File: src/rtl/register_file_pkg.sv
// register_file_pkg
// Shared constants for the register file and its read ports: default data and
// address widths, the number of architectural registers, and the address of
// the hardwired zero register.
package register_file_pkg;

  localparam int DATA_W   = 32;
  localparam int ADDR_W   = 5;
  localparam int NUM_REGS = 2 ** ADDR_W;

  // Register 0 is hardwired to zero and never holds written data.
  localparam logic [ADDR_W-1:0] REG_ZERO = '0;

endpackage

File: src/rtl/regfile_read_port.sv
// regfile_read_port
// One combinational read path of the register file. Selects a word from the
// storage array, forces address 0 to read as zero and, when the build macro
// REGFILE_BYPASS_EN is defined, forwards the in-flight write data when the
// read address matches the committing write address.
//
// Ports:
//   regs_i     storage array (NUM_REGS words of DATA_W bits)
//   rd_addr_i  read address
//   wr_en_i    a write will commit on the next rising edge
//   wr_addr_i  address of that write
//   wr_data_i  data of that write
//   rd_data_o  read result
module regfile_read_port
  import register_file_pkg::*;
#(
  parameter int DATA_W = register_file_pkg::DATA_W,
  parameter int ADDR_W = register_file_pkg::ADDR_W
) (
  input  logic [DATA_W-1:0] regs_i [2**ADDR_W],
  input  logic [ADDR_W-1:0] rd_addr_i,
  input  logic              wr_en_i,
  input  logic [ADDR_W-1:0] wr_addr_i,
  input  logic [DATA_W-1:0] wr_data_i,
  output logic [DATA_W-1:0] rd_data_o
);

  // Address 0 always reads zero, whatever the array holds.
  always_comb begin
    rd_data_o = '0;
    if (rd_addr_i != ADDR_W'(REG_ZERO)) begin
      rd_data_o = regs_i[rd_addr_i];
`ifdef REGFILE_BYPASS_EN
      // Write-through: wr_en_i is only set for non-zero addresses out of reset.
      if (wr_en_i && (wr_addr_i == rd_addr_i)) begin
        rd_data_o = wr_data_i;
      end
`endif
    end
  end

`ifndef REGFILE_BYPASS_EN
  // Without forwarding the write-side inputs are intentionally left unused.
  logic unused_wr_sink;
  assign unused_wr_sink = ^{wr_en_i, wr_addr_i, wr_data_i};
`endif

endmodule

File: src/rtl/register_file.sv
// register_file
// Two-read, one-write register file with an extra debug read port and a count
// of committed writes. Register 0 reads as zero and ignores writes. Reads are
// combinational; writes commit on the rising edge of Clk. Rst is asynchronous
// and active-low and clears every register and the write counter.
//
// Optional build macro: REGFILE_BYPASS_EN -- when defined, a read of the
// address being written returns the new data in the same cycle.
//
// Ports:
//   Clk, Rst             clock, async active-low reset
//   regWrite             write enable
//   writeReg, writeData  write address and data
//   readReg1/readData1   read port 1
//   readReg2/readData2   read port 2
//   dbgReg/dbgData       debug read port
//   writeCount           committed writes since reset (wraps at 16 bits)
module register_file
  import register_file_pkg::*;
#(
  parameter int DATA_W = register_file_pkg::DATA_W,
  parameter int ADDR_W = register_file_pkg::ADDR_W
) (
  input  logic              Clk,
  input  logic              Rst,
  input  logic              regWrite,
  input  logic [ADDR_W-1:0] writeReg,
  input  logic [DATA_W-1:0] writeData,
  input  logic [ADDR_W-1:0] readReg1,
  input  logic [ADDR_W-1:0] readReg2,
  output logic [DATA_W-1:0] readData1,
  output logic [DATA_W-1:0] readData2,
  input  logic [ADDR_W-1:0] dbgReg,
  output logic [DATA_W-1:0] dbgData,
  output logic [15:0]       writeCount
);

  localparam int DEPTH = 2 ** ADDR_W;

  logic [DATA_W-1:0] regs_q [DEPTH];
  logic [DATA_W-1:0] regs_d [DEPTH];
  logic [15:0]       count_q;
  logic [15:0]       count_d;
  logic              commit;

  // A write commits only out of reset and never to the zero register; gating
  // with Rst also keeps forwarded data off the read ports during reset.
  assign commit = regWrite && Rst && (writeReg != ADDR_W'(REG_ZERO));

  always_comb begin
    regs_d  = regs_q;
    count_d = count_q;
    if (commit) begin
      regs_d[writeReg] = writeData;
      count_d          = count_q + 16'd1;
    end
  end

  always_ff @(posedge Clk or negedge Rst) begin
    if (!Rst) begin
      for (int i = 0; i < DEPTH; i++) begin
        regs_q[i] <= '0;
      end
      count_q <= '0;
    end else begin
      regs_q  <= regs_d;
      count_q <= count_d;
    end
  end

  assign writeCount = count_q;

  regfile_read_port #(.DATA_W(DATA_W), .ADDR_W(ADDR_W)) u_rd1 (
    .regs_i    (regs_q),
    .rd_addr_i (readReg1),
    .wr_en_i   (commit),
    .wr_addr_i (writeReg),
    .wr_data_i (writeData),
    .rd_data_o (readData1)
  );

  regfile_read_port #(.DATA_W(DATA_W), .ADDR_W(ADDR_W)) u_rd2 (
    .regs_i    (regs_q),
    .rd_addr_i (readReg2),
    .wr_en_i   (commit),
    .wr_addr_i (writeReg),
    .wr_data_i (writeData),
    .rd_data_o (readData2)
  );

  regfile_read_port #(.DATA_W(DATA_W), .ADDR_W(ADDR_W)) u_dbg (
    .regs_i    (regs_q),
    .rd_addr_i (dbgReg),
    .wr_en_i   (commit),
    .wr_addr_i (writeReg),
    .wr_data_i (writeData),
    .rd_data_o (dbgData)
  );

endmodule

File: config.mk
export PLATFORM = sky130hd
export DESIGN_NAME = register_file
export DESIGN_NICKNAME = d
export VERILOG_FILES = /design/src/rtl/register_file_pkg.sv /design/src/rtl/regfile_read_port.sv /design/src/rtl/register_file.sv
export SDC_FILE = /design/constraint.sdc
export NUM_CORES = 2
export LEC_CHECK = 0
export CAP_MARGIN = 20
export CELL_PAD_IN_SITES_DETAIL_PLACEMENT = 1
export CELL_PAD_IN_SITES_GLOBAL_PLACEMENT = 1
export CORE_MARGIN = 8
export CORE_UTILIZATION = 54
export CTS_CLUSTER_DIAMETER = 40
export DETAILED_ROUTE_END_ITERATION = 8
export GPL_ROUTABILITY_DRIVEN = 0
export PLACE_DENSITY_LB_ADDON = 0.08
export SYNTH_ARGS = -nofsm -noshare
export SYNTH_HDL_FRONTEND = slang
export SYNTH_SLANG_ARGS = --single-unit
File: constraint.sdc
create_clock -name Clk -period 2.7 [get_ports Clk]
set_input_delay 0.27 -clock Clk [delete_from_list [all_inputs] [get_ports Clk]]
set_output_delay 0.27 -clock Clk [all_outputs]
set_load 0.02 [all_outputs]
==> impl_summary.log <==
INFO  metric status = complete, but fails checks
INFO  metric violated_checks = setup timing
INFO  metric timing.critical_path.from_type = register
INFO  metric routed-via-count = 54,565
INFO  metric root_buffer = sky130_fd_sc_hd__clkbuf_16
INFO  metric tritoncts.num_buffers = 169
INFO  metric max_cap_viol_count = 0
INFO  metric avgRoutedWirePerCell = 47.1 um
INFO  metric drt-total-wl = 316 mm
INFO  metric design.final.nets = 5,069
INFO  metric hold_violations = 0
INFO  metric grt_max_degree = 163
INFO  metric deepest_level_of_the_cts_h_tree = 4
INFO  metric async_reset_ff_share = 100%
INFO  metric clkTransAtPathRegs = 0.06 ns
INFO  metric timing.clock.skew = 0.0185 ns
INFO  metric critical-path-slowest-cell = sky130_fd_sc_hd__mux4_2
INFO  metric largest_stage_delay_on_the_critical_path = 0.64 ns
INFO  metric layout.core_utilization = 70.8%
INFO  metric clkLatencyLatePin = 0.83 ns
INFO  metric ant_nets = 0
INFO  metric vias_in_the_first_global_route = 55,581
INFO  metric dp_hpwl = 169 mm
INFO  metric fin_total_pwr = 0.0574 W
INFO  metric detail_route.first_pass.iterations = 8
INFO  metric timing.critical_path.cells = buf_6 > mux4_2 > mux4_2 > o22ai_4 > nor3_4 > buf_6
INFO  metric post-synth-top-area-fraction = 41.3%
INFO  metric min_period_over_period = 120%
INFO  metric detail_route.drc_violations = 0
INFO  metric syn2layout_area_growth = 30.2%
INFO  metric post_synth_instance_area = 63,100 um2
INFO  metric holdCritPathClass = primary input to async pin
INFO  metric filler_cells_inserted = 9,765
INFO  metric criticalPathCategory = register to output pin
INFO  metric worstSetupEndpointType = output pin
INFO  metric max_slew.worst_pin.slew = 1.24 ns
INFO  metric setup_viol = 96
INFO  metric global_route.usage.total = 45.3%
INFO  metric synth.area.top_cells = sky130_fd_sc_hd__dfrtp_1 41%, sky130_fd_sc_hd__mux4_2 24%, sky130_fd_sc_hd__mux2_2 19%, sky130_fd_sc_hd__mux2i_1 4.6%, sky130_fd_sc_hd__clkbuf_1 1.6%
INFO  metric fin_worst_hold_slack = 0.179 ns
INFO  metric regToRegSetupSlack = 1.01 ns
INFO  metric grt.overflow.total = 0
INFO  metric critical_path_required = 2.43 ns
INFO  metric worst-endpoint-arrival = 2.97 ns
INFO  metric synthesis.yosys.warnings = 0
INFO  metric ff_latch_area = 26,000 um2
INFO  metric slew_viol_final = 0
INFO  metric antenna_found_initial = 19
INFO  metric layout-drive-gt1-share = 65.4%
INFO  metric drt_iter0_drc = 8,634
INFO  metric fmax = 309 MHz
INFO  metric portBuffers = 166
INFO  metric power.density = 698 nW/um2
INFO  metric setup_slack = -0.539 ns
INFO  metric preCtsSetupSlack = -1.09 ns
INFO  metric detail_route.vias_per_cell = 8.15
INFO  metric synth-edff-count = 0
INFO  metric leakage = 35.9 nW
INFO  metric dieArea = 128,000 um2
INFO  metric critPathMaxFanout = 3
INFO  metric synthFlopType = sky130_fd_sc_hd__dfrtp_1
INFO  metric vdd_drop_max = 0.776 mV
INFO  metric cts.sinks = 1,040
INFO  metric postSynthNetCount = 4,351
INFO  metric multi_input_area = 38,000 um2
INFO  metric synthesis.area_per_instance = 14.7 um2
INFO  metric layout_min_cycle_time = 3.24 ns
INFO  metric grt_pass1_wl = 418 mm
INFO  metric timing.slew.headroom = 17.0%
INFO  metric synthCells = 4,295
INFO  metric area_of_the_core = 116,000 um2
INFO  metric rsz0062_at_grt = yes
INFO  metric synth_top_area_cell = sky130_fd_sc_hd__dfrtp_1
INFO  metric netlist-cell-type-count = 50
INFO  metric synth_sequential_area_ratio = 41.3%
INFO  metric cts-root-to-sink-buffers = 3
INFO  metric clock_tree_from_tritoncts = done
INFO  metric placementRows = 125
INFO  metric initial_core_util = 54.4%
INFO  metric die-width = 358 um
INFO  metric dieHeight = 358 um
INFO  metric synth-seq-cells = 1,040
INFO  metric io_pins = 167
-- worst max-delay path, delay by kind of cell (launching register included) --
kind                   cells  cell delay, ns
AOI/OAI and AO/OA          1            0.20
and+or+nand+nor            1            0.10
muxes                      2            1.16
DFF                        1            0.39
buffers and inverters      2            0.28
-- kinds of logic (layout without fill, tap and decap cells) --
| group | after synthesis | after routing | synth area share [%] |
|---|---|---|---|
| AOI/OAI and AO/OA | 415 | 415 | 4.90 |
| xor gates and xnor gates | 15 | 15 | 0.208 |
| adders and majority gates | 1 | 1 | 0.0198 |
| buffers and inverters | 526 | 1383 | 3.87 |
| DFF | 1040 | 1040 | 41.3 |
| muxes | 2014 | 2014 | 47.3 |
| other | 0 | 19 | 0 |
| and+or+nand+nor | 284 | 284 | 2.41 |
-- flip-flops by register name, indices dropped and copies added (netlist names) --
signal,count
writeCount,16
regs_q,1024
-- cells in the final DEF (no fill, tap or decap), types with 56 or more instances in the layout --
master | synthesis | final
sky130_fd_sc_hd__mux4_2 | 670 | 670
sky130_fd_sc_hd__buf_12 | 0 | 126
sky130_fd_sc_hd__mux2i_1 | 290 | 285
sky130_fd_sc_hd__clkdlybuf4s50_1 | 0 | 56
sky130_fd_sc_hd__a22oi_1 | 79 | 78
sky130_fd_sc_hd__dfrtp_1 | 1040 | 1031
sky130_fd_sc_hd__mux2_2 | 1054 | 1045
sky130_fd_sc_hd__clkbuf_16 | 0 | 177
sky130_fd_sc_hd__buf_4 | 33 | 711
sky130_fd_sc_hd__buf_6 | 20 | 154
-- power by group --
group          total [W]  switching [W]  internal [W]
Sequential        0.0202        0.00261        0.0176
Clock             0.0227        0.00917        0.0135
Combinational     0.0144        0.00708       0.00735
-- worst paths after layout --
kind,endpoint,cells past startpoint,start
worst min-delay path,regs_q[154]$_DFFE_PN0P_,3,Rst
worst max-delay path,readData2[3],6,regs_q[3]$_DFFE_PN0P_
worst max register to register,writeCount[15]$_DFFE_PN0P_,4,writeCount[2]$_DFFE_PN0P_
max in group asynchronous,regs_q[138]$_DFFE_PN0P_,4,Rst
worst min register to register,regs_q[1006]$_DFFE_PN0P_,0,regs_q[1006]$_DFFE_PN0P_
min in group Clk,regs_q[68]$_DFFE_PN0P_,3,writeData[4]
-- area by class of cell --
class,instances,share of cell area [%]
multi-input combinational,2729,46.2
sequential,1040,31.7
timing repair buffer,1065,12.7
clock buffer,210,5.68
tap,1524,2.32
clock inverter,100,1.25
antenna,19,0.0579
inverter,8,0.0366
-- Yosys cell counts, drive strengths merged, types with 2 or more instances --
master and number:
nand2 27, a211oi 52, a22o 57, and2 20
mux2 1054, clkinv 2, and3 2, inv 6
a32o 7, a2111oi 32, nor2 33, o221ai 31
nor4 19, or3 3, o32ai 15, nor3 88
mux4 670, xor2 8, xnor2 7, nor2b 51
o22ai 96, nand3b 2, or3b 2, or2 3
a22oi 79, a21oi 32, a31oi 9, nand3 13
dfrtp 1040, a221oi 2, clkbuf 272, buf 246
nand2b 14, mux2i 290
-- per-layer routing --
metal	vias to the layer above	routed length [um]	global-route usage [%]	share of wire (%)
met5	-	61	0.423	0.019
met4	8	31800	32.4	10
met3	2220	47400	17.2	15
met2	5829	133000	65.4	42
met1	27884	103000	55.9	33
li1	18624	-	-	-
-- what timing repair did --
action / CTS / global route
gates resized for setup: 817 / 149
setup endpoints to repair: 96 / 96
hold buffers: 1 / 0
pin swaps: 200 / 104
hold endpoints to repair: 217 / 0
setup buffers: 193 / 70
-- through the flow --
stage	setup TNS [ns]	cell area, um2	cells
after floorplan	0	63100	4295
after global placement	-45.31	71400	6182
after detailed placement	-47.49	71400	6182
after CTS	-20.53	80900	6622
after global routing	-27.86	82100	6677
final	-28.13	82100	6695
Power figures use the tool's default switching activity.
